### config.mk
export PLATFORM = sky130hd
export DESIGN_NAME = video_timing_lock
export DESIGN_NICKNAME = d
export VERILOG_FILES = /design/src/rtl/video_timing_lock_pkg.sv /design/src/rtl/video_timing_lock_edge_det.sv /design/src/rtl/video_timing_lock.sv
export SDC_FILE = /design/constraint.sdc
export NUM_CORES = 1
export LEC_CHECK = 0
export CORE_MARGIN = 2
export CORE_UTILIZATION = 53
export DETAILED_ROUTE_END_ITERATION = 8
export PLACE_DENSITY = 0.85
export SLEW_MARGIN = 20
export SYNTH_ARGS = -nofsm -noshare
export SYNTH_HDL_FRONTEND = slang
export SYNTH_SLANG_ARGS = --single-unit
### constraint.sdc
create_clock -name clk_i -period 3.1 [get_ports clk_i]
set_input_delay 0.62 -clock clk_i [delete_from_list [all_inputs] [get_ports clk_i]]
set_output_delay 0.62 -clock clk_i [all_outputs]
set_load 0.1 [all_outputs]
### src/rtl/video_timing_lock_pkg.sv
// Shared types, widths and helpers for the video timing lock block.
package vtl_pkg;

   typedef enum logic [1:0] {SEARCH, ACQUIRE, LOCKED} state_t;

   localparam int unsigned COORD_W = 12;
   localparam int unsigned ERR_W   = 8;

   typedef logic [COORD_W-1:0] coord_t;
   typedef logic [ERR_W-1:0]   err_t;

   function automatic coord_t coord_inc(coord_t v);
      return (v == '1) ? v : v + coord_t'(1);
   endfunction

endpackage

### src/rtl/video_timing_lock_edge_det.sv
// Rise/fall detector: compares the live input against its registered previous sample.
module edge_det (
   input  logic clk,
   input  logic rst,
   input  logic sig,
   output logic rise,
   output logic fall
);

   logic prev;

   always_ff @(posedge clk) begin
      if (rst) prev <= 1'b0;
      else     prev <= sig;
   end

   assign rise = sig & ~prev;
   assign fall = ~sig & prev;

endmodule

### src/rtl/video_timing_lock.sv
// Two-stage video pass-through with pixel coordinates, frame/line markers and a
// 1080p geometry checker driving a SEARCH/ACQUIRE/LOCKED lock machine.
module video_timing_lock
   import vtl_pkg::*;
#(
   parameter int unsigned H_WIDTH     = 1920,
   parameter int unsigned H_TOTAL     = 2200,
   parameter int unsigned V_HEIGHT    = 1080,
   parameter int unsigned LOCK_FRAMES = 2
) (
   input  logic               clk_i,
   input  logic               rst_i,
   input  logic               vs_i,
   input  logic               hs_i,
   input  logic               de_i,
   input  logic [23:0]        data_i,
   output logic               vs_o,
   output logic               hs_o,
   output logic               de_o,
   output logic [23:0]        data_o,
   output logic [COORD_W-1:0] x_o,
   output logic [COORD_W-1:0] y_o,
   output logic               sof_o,
   output logic               eol_o,
   output logic               locked_o,
   output logic [ERR_W-1:0]   err_cnt_o
);

   localparam coord_t     H_WIDTH_C  = coord_t'(H_WIDTH);
   localparam coord_t     H_TOTAL_C  = coord_t'(H_TOTAL);
   localparam coord_t     V_HEIGHT_C = coord_t'(V_HEIGHT);
   localparam logic [3:0] LOCK_N     = 4'(LOCK_FRAMES);

   logic vs_rise, vs_fall, hs_rise, hs_fall, de_rise, de_fall;
   logic unused_edges;

   edge_det u_vs_edge (.clk(clk_i), .rst(rst_i), .sig(vs_i), .rise(vs_rise), .fall(vs_fall));
   edge_det u_hs_edge (.clk(clk_i), .rst(rst_i), .sig(hs_i), .rise(hs_rise), .fall(hs_fall));
   edge_det u_de_edge (.clk(clk_i), .rst(rst_i), .sig(de_i), .rise(de_rise), .fall(de_fall));

   assign unused_edges = vs_fall ^ hs_fall ^ de_rise;

   state_t      state;
   logic [3:0]  good_cnt, good_nxt;
   coord_t      x_cnt, y_cnt, h_cnt, lines_now;
   logic        armed, frame_bad, sof_pend;
   logic        line_bad, period_bad, frame_bad_now;

   // First pipeline stage; the second stage is the output registers.
   logic        vs_s1, hs_s1, de_s1, sof_s1;
   logic [23:0] data_s1;
   coord_t      x_s1, y_s1;

   // A line ending on the same edge as vs still belongs to the frame being judged.
   always_comb begin
      lines_now     = de_fall ? coord_inc(y_cnt) : y_cnt;
      line_bad      = de_fall && (x_cnt != H_WIDTH_C);
      period_bad    = hs_rise && armed && (h_cnt != H_TOTAL_C);
      frame_bad_now = frame_bad || line_bad || period_bad || (lines_now != V_HEIGHT_C);
      good_nxt      = good_cnt + 4'd1;
   end

   always_ff @(posedge clk_i) begin
      if (rst_i) begin
         vs_s1     <= 1'b0;
         hs_s1     <= 1'b0;
         de_s1     <= 1'b0;
         sof_s1    <= 1'b0;
         data_s1   <= '0;
         x_s1      <= '0;
         y_s1      <= '0;
         vs_o      <= 1'b0;
         hs_o      <= 1'b0;
         de_o      <= 1'b0;
         data_o    <= '0;
         x_o       <= '0;
         y_o       <= '0;
         sof_o     <= 1'b0;
         eol_o     <= 1'b0;
         x_cnt     <= '0;
         y_cnt     <= '0;
         h_cnt     <= '0;
         armed     <= 1'b0;
         frame_bad <= 1'b0;
         sof_pend  <= 1'b0;
      end else begin
         vs_s1   <= vs_i;
         hs_s1   <= hs_i;
         de_s1   <= de_i;
         data_s1 <= data_i;
         x_s1    <= x_cnt;
         y_s1    <= y_cnt;
         sof_s1  <= de_i && (sof_pend || vs_rise) && (state != SEARCH);

         vs_o   <= vs_s1;
         hs_o   <= hs_s1;
         de_o   <= de_s1;
         data_o <= data_s1;
         x_o    <= x_s1;
         y_o    <= y_s1;
         sof_o  <= sof_s1;
         // de_i low now means the pixel in stage 1 was the last of its line.
         eol_o  <= de_fall;

         x_cnt <= de_i ? coord_inc(x_cnt) : '0;

         if (vs_rise)      y_cnt <= '0;
         else if (de_fall) y_cnt <= coord_inc(y_cnt);

         if (vs_rise)   sof_pend <= 1'b1;
         else if (de_i) sof_pend <= 1'b0;

         h_cnt <= hs_rise ? coord_t'(1) : coord_inc(h_cnt);

         if (state == SEARCH) armed <= 1'b0;
         else if (hs_rise)    armed <= 1'b1;

         if ((state == SEARCH) || vs_rise) frame_bad <= 1'b0;
         else if (line_bad || period_bad)  frame_bad <= 1'b1;
      end
   end

   always_ff @(posedge clk_i) begin
      if (rst_i) begin
         state     <= SEARCH;
         good_cnt  <= '0;
         err_cnt_o <= '0;
         locked_o  <= 1'b0;
      end else if (vs_rise) begin
         unique case (state)
            SEARCH: begin
               state    <= ACQUIRE;
               good_cnt <= '0;
            end
            ACQUIRE: begin
               if (!frame_bad_now) begin
                  good_cnt <= good_nxt;
                  if (good_nxt >= LOCK_N) begin
                     state    <= LOCKED;
                     locked_o <= 1'b1;
                  end
               end else begin
                  good_cnt <= '0;
                  if (err_cnt_o != '1) err_cnt_o <= err_cnt_o + err_t'(1);
               end
            end
            LOCKED: begin
               if (frame_bad_now) begin
                  state    <= ACQUIRE;
                  locked_o <= 1'b0;
                  good_cnt <= '0;
                  if (err_cnt_o != '1) err_cnt_o <= err_cnt_o + err_t'(1);
               end
            end
            default: begin
               state    <= SEARCH;
               locked_o <= 1'b0;
            end
         endcase
      end
   end

endmodule

## After elaboration in Yosys (flattened, before gate mapping)

Cells that the tools add are included.

| word-level totals | value |
|---|---|
| register bits | 159 |
| word-level logic and storage cells | 94 |
| input bits | 29 |

| cells by class | value |
|---|---|
| eq/ne operators | 13 |
| $add $sub $neg | 5 |
| bitwise gates (word level) | 7 |
| $lt $le $gt $ge | 1 |
| reductions and logical operators | 25 |
| multiplexer cells | 17 |

Operators by type and width:

| cell | number |
|---|---|
| $add A12 B1 Y12 const B | 3 |
| $eq A12 B12 Y1 const B | 3 |
| $mux W12 | 2 |
| $ne A12 B11 Y1 const B | 2 |
| $ne A12 B12 Y1 const B | 1 |
| $pmux W4 S3 | 1 |
| $reduce_or A2 Y1 | 6 |
| $add A8 B1 Y8 const B | 1 |
| $mux W4 | 2 |
| $ne A2 B2 Y1 const B | 4 |
| $ne A8 B8 Y1 const B | 1 |
| $reduce_and A4 Y1 | 2 |
| $mux W1 | 7 |
| $logic_or A1 B1 Y1 | 6 |
| $mux W2 | 3 |
| $pmux W2 S3 | 1 |
| $logic_and A1 B1 Y1 | 5 |
| $reduce_and A5 Y1 | 1 |
| $add A4 B1 Y4 const B | 1 |
| $ge A4 B2 Y1 const B | 1 |
| $not A1 Y1 | 4 |
| $reduce_bool A2 Y1 | 2 |
| $and A1 B1 Y1 | 3 |
| $pmux W1 S3 | 1 |
| other kinds (5) | 5 |

## Logic depth before layout (Yosys ltp)

| depth | value |
|---|---|
| word-level depth | 8 |
| mapped depth | 10 |

## By module

Synthesis repeated with hierarchy kept, for this count alone.

| unflattened totals | value |
|---|---|
| cell total of the unflattened synthesis | 577 |
| area total of the unflattened synthesis | 5784.3 um^2 |

By module, submodules not included:

| module | area each (um^2) | times used | cells an instance |
|---|---|---|---|
| video_timing_lock | 5667.9 | 1 | 565 |
| edge_det | 38.8 | 3 | 4 |

## Worst setup path before layout

Ideal clock, no wire load.

| timing path | value |
|---|---|
| path kind | register -> register |
| from | reg y_cnt[0] |
| to | reg good_cnt[3] |
| buffers on the path | 0 |
| stages on the path, launching flop included | 10 |
| required time | 3.042 ns |
| arrival time | 2.653 ns |
| slack | 0.389 ns |
| cell sequence | dfxtp_1 -> ha_1 -> nand4_4 -> o31a_1 -> mux2_4 -> a211oi_2 -> nand4_2 -> or4_1 -> a21o_1 -> nand2_1 |

| on the way | value |
|---|---|
| longest elaborated chain between the ends | 7 |

RTL lines:

| what | RTL line | RTL |
|---|---|---|
| from (decl) | video_timing_lock.sv:45 | `coord_t x_cnt, y_cnt, h_cnt, lines_now;` |
| from (signal assigned) | video_timing_lock.sv:108 | `else if (de_fall) y_cnt <= coord_inc(y_cnt);` |
| $add A12 B1 Y12 or $eq A12 B12 Y1 (tied branches) | video_timing_lock_pkg.sv:13 | `return (v == '1) ? v : v + coord_t'(1);` |
| $mux W12 | - |  |
| $mux W12 (*) | - |  |
| $ne A12 B11 Y1 (*) | video_timing_lock.sv:59 | `frame_bad_now = frame_bad \|\| line_bad \|\| period_bad \|\| (lines_now != V_HEIGHT_C);` |
| $logic_or A1 B1 Y1 (*) | video_timing_lock.sv:59 |  |
| $mux W4 or $ne A2 B2 Y1 (tied branches) | - |  |
| $pmux W4 S3 or $reduce_and A3 Y1 (tied branches) | - |  |
| to (signal assigned) | video_timing_lock.sv:137 | `good_cnt <= good_nxt;` |
| to (decl) | video_timing_lock.sv:44 | `logic [3:0] good_cnt, good_nxt;` |

Every way passes the cells marked *; elsewhere a longest branch is shown, timed or not.
A chain may end at the register's enable or synchronous reset.

## Worst setup path after layout

| timing path | value |
|---|---|
| from | reg y_cnt[1] |
| to | reg good_cnt[3] |

Same word-level chain as after synthesis.

==> results.cfg <==
[status]
status = finished clean

[power_and_ir_drop]
leakagePower_nw = 2.93
ir_drop_mv = 0.501
p_comb_share_pct = 7.1
switchingPower_w = 0.00111
total_power_w = 0.00441
clockPowerShare_pct = 45.2
p_per_area_nw_per_um2 = 609
netSwitchingFraction_pct = 25.2
pwr-share-seq_pct = 47.8
p_int_w = 0.00330

[timing]
clock-skew-final_ps = 5.65
finalSetupViolations = 0
min_period_ps = 2820
hold_viol_final = 0
rsz0062_at_grt = no
setup_ws_ps = 278
holdWs_ps = 431
post-route-period-util_pct = 91.0
slew_headroom_pct = 51.9
tightest_slew_ps = 715
fmax_ghz = 0.354
slew_violations = 0

[final_layout]
syn_to_final_growth_pct = 26.3
final_cell_mix = dfxtp_1, nor2b_1, buf_4
num_antenna_cells = 0
drive_above_1_share_pct = 17.2
final_cell_area_um2 = 7240
fin_nets = 721
fillers = 746
layout_commonest_cell = dfxtp_1
stdcell_count = 829

[synth]
synthCells = 580
yosysSeqAreaShare_pct = 55.5
synth.top_cell.area_share_pct = 55.5
synthFlopType = dfxtp_1
syn_avg_cell_area_um2 = 9.88
synth.cell_area_um2 = 5730
ys_seq_elements = 159
synthesis.nets = 621
yosys_warnings = 0
yosysTopAreaCell = dfxtp_1
synth_cell_types = 55
synthTopCellsByArea = dfxtp_1, nor2b_1, nor2_1, xor2_1, ha_1
synthArstFlopShare_pct = 0
synth_edf_count = 0

[floorplanning]
die_y_um = 108
die_area_um2 = 11700
ios = 91
core_area_um2 = 10400
start_util_pct = 55.0
placementRows = 37
die_w_um = 108

[clocking]
cts_buffers = 17
cts_hold_buf = 0
clock_path_buffers = 2
cts_root_buffer = clkbuf_8
clock_latency_ps = 530
clkTransAtPathRegs_ps = 70
cts_tree = yes
cts_setup_buffers = 0
post_cts_resized = 0
h-tree-depth = 4
cts.sink_count = 159

[detailed_routing]
drc_errors = 0
wl_per_cell_um = 13.7
ant_nets = 0
dr.first_iter.drc_count = 275
wirelength_um = 11400
routed_via_density = 5.12
dr_total_vias = 4242
first_pass_iters = 4

[global_routing]
grt_pass1_wl_um = 18600
grt_overflow = 0
grt_max_degree = 75
antenna_found_initial = 0
grt_use_total_pct = 20.2
grt_pass1_vias = 4003

[place]
port_buffers = 90
gp_congestion = 0.857
place_hpwl_um = 7550
placed_area_um2 = 6670
dp_worst_setup_slack_ps = -9.25
dp.cells = 797

[worst_setup_path]
crit_buf_inv = 0
crit_slowest_cell = or4_1
crit_path_start_kind = flop
cp_slowest_stage_delay_ps = 550
cp.required_ps = 3580
arrival_ps = 3300
crit_chain = ha_1 -> nand4_4 -> o31a_1 -> mux2_4 -> a211oi_2 -> nand4_2 -> or4_1 -> a21o_1 -> nand2_1
critPathTopFamily = simple AND/OR/NAND/NOR gates
critical_path_class = flop to flop
crit_path_end_kind = flop
cp_max_fo = 7

[worst_hold_path]
hold_path.class = flop to flop

[run]
max-cap-violations = 0
-- synth_stat cells (all sizes together) (2+ instances only) --
| cell | count |
|---|---|
| mux2i | 3 |
| xnor2 | 8 |
| a21o | 2 |
| clkbuf | 21 |
| o21ai | 9 |
| nand3 | 23 |
| nor2 | 55 |
| nand2 | 14 |
| or3 | 3 |
| ha | 12 |
| nand4 | 17 |
| nor4 | 7 |
| a211oi | 5 |
| and4b | 3 |
| inv | 20 |
| a21oi | 21 |
| nor2b | 104 |
| a311oi | 3 |
| a31oi | 4 |
| buf | 4 |
| or4 | 2 |
| nor3 | 13 |
| nand2b | 10 |
| dfxtp | 159 |
| o211a | 2 |
| and3 | 13 |
| o22ai | 3 |
| and4 | 2 |
| or2 | 2 |
| xor2 | 19 |
-- cell families (layout without fill, tap and decap cells) --
family          count (synthesis)  count (layout)  synth area share [%]
buf+inv                        45             158                  3.03
mux                             4               4                 0.786
compound gates                 60              60                  6.83
xor+xnor                       27              27                  4.13
flops                         159             159                  55.5
fa+ha+maj                      12              12                  2.62
simple gates                  273             273                  27.1
-- power by group through the flow --
stage	logic [W]	registers, W	clock network (W)
2_1_floorplan	0.0000973	0.00227	0
3_3_place_gp	0.000305	0.00215	0
3_5_place_dp	0.000309	0.00215	0
4_1_cts	0.000313	0.00211	0.00202
5_1_grt	0.000333	0.00211	0.00212
6_report	0.000311	0.00211	0.00199
-- state kept, by name, summed over array words and instances (netlist names), 4 cells and up --
signal     count
data_o        24
data_s1       24
y_o           12
err_cnt_o      8
x_s1          12
y_cnt         12
x_cnt         12
x_o           12
good_cnt       4
y_s1          12
h_cnt         12
-- worst reg2reg max path, delay by kind of cell, from the launching register on --
kind,cells,cell delay [ps]
compound gates,3,770
simple gates,4,930
mux,1,320
flops,1,420
fa+ha+maj,1,340
-- routing by layer --
layer / wire length, µm / vias up / global-route usage, %
met4: 125 / 0 / 7.51
met3: 798 / 14 / 6.93
met1: 5120 / 1935 / 24.9
met2: 5340 / 143 / 33.0
li1: - / 2150 / -
met5: 0 / - / 0
-- path summary, 6_finish.rpt --
kind / startpoint / slack (ps) / depth (start not counted) / endpoint
worst max-delay path: y_cnt[1]$_SDFF_PP0_ / 280 / 9 / good_cnt[3]$_SDFFE_PP0P_
worst min-delay path: x_s1[3]$_SDFF_PP0_ / 430 / 1 / x_o[3]$_SDFF_PP0_
worst max register to register: y_cnt[1]$_SDFF_PP0_ / 280 / 9 / good_cnt[3]$_SDFFE_PP0P_
worst min register to register: x_s1[3]$_SDFF_PP0_ / 430 / 1 / x_o[3]$_SDFF_PP0_
-- metrics by stage --
| stage | setup TNS, ps | utilization (%) |
|---|---|---|
| finish | 0 | 69.5 |
| global route | 0 | 69.5 |
| CTS | 0 | 69.5 |
| detailed placement | -9.25 | 64.0 |
| global placement | 0 | 64.0 |
| floorplan | 0 | - |
-- area by class of cell --
type                       count  area, µm²  share of cell area, %
multi-input combinational    376       2370                   32.8
timing repair buffer         106        863                   11.9
clock buffer                  18        428                   5.91
inverter                      20       75.1                   1.04
clock inverter                14        145                   2.01
tap                          136        170                   2.35
sequential                   159       3180                   44.0
Note: power is estimated with default switching activity, not from simulation.
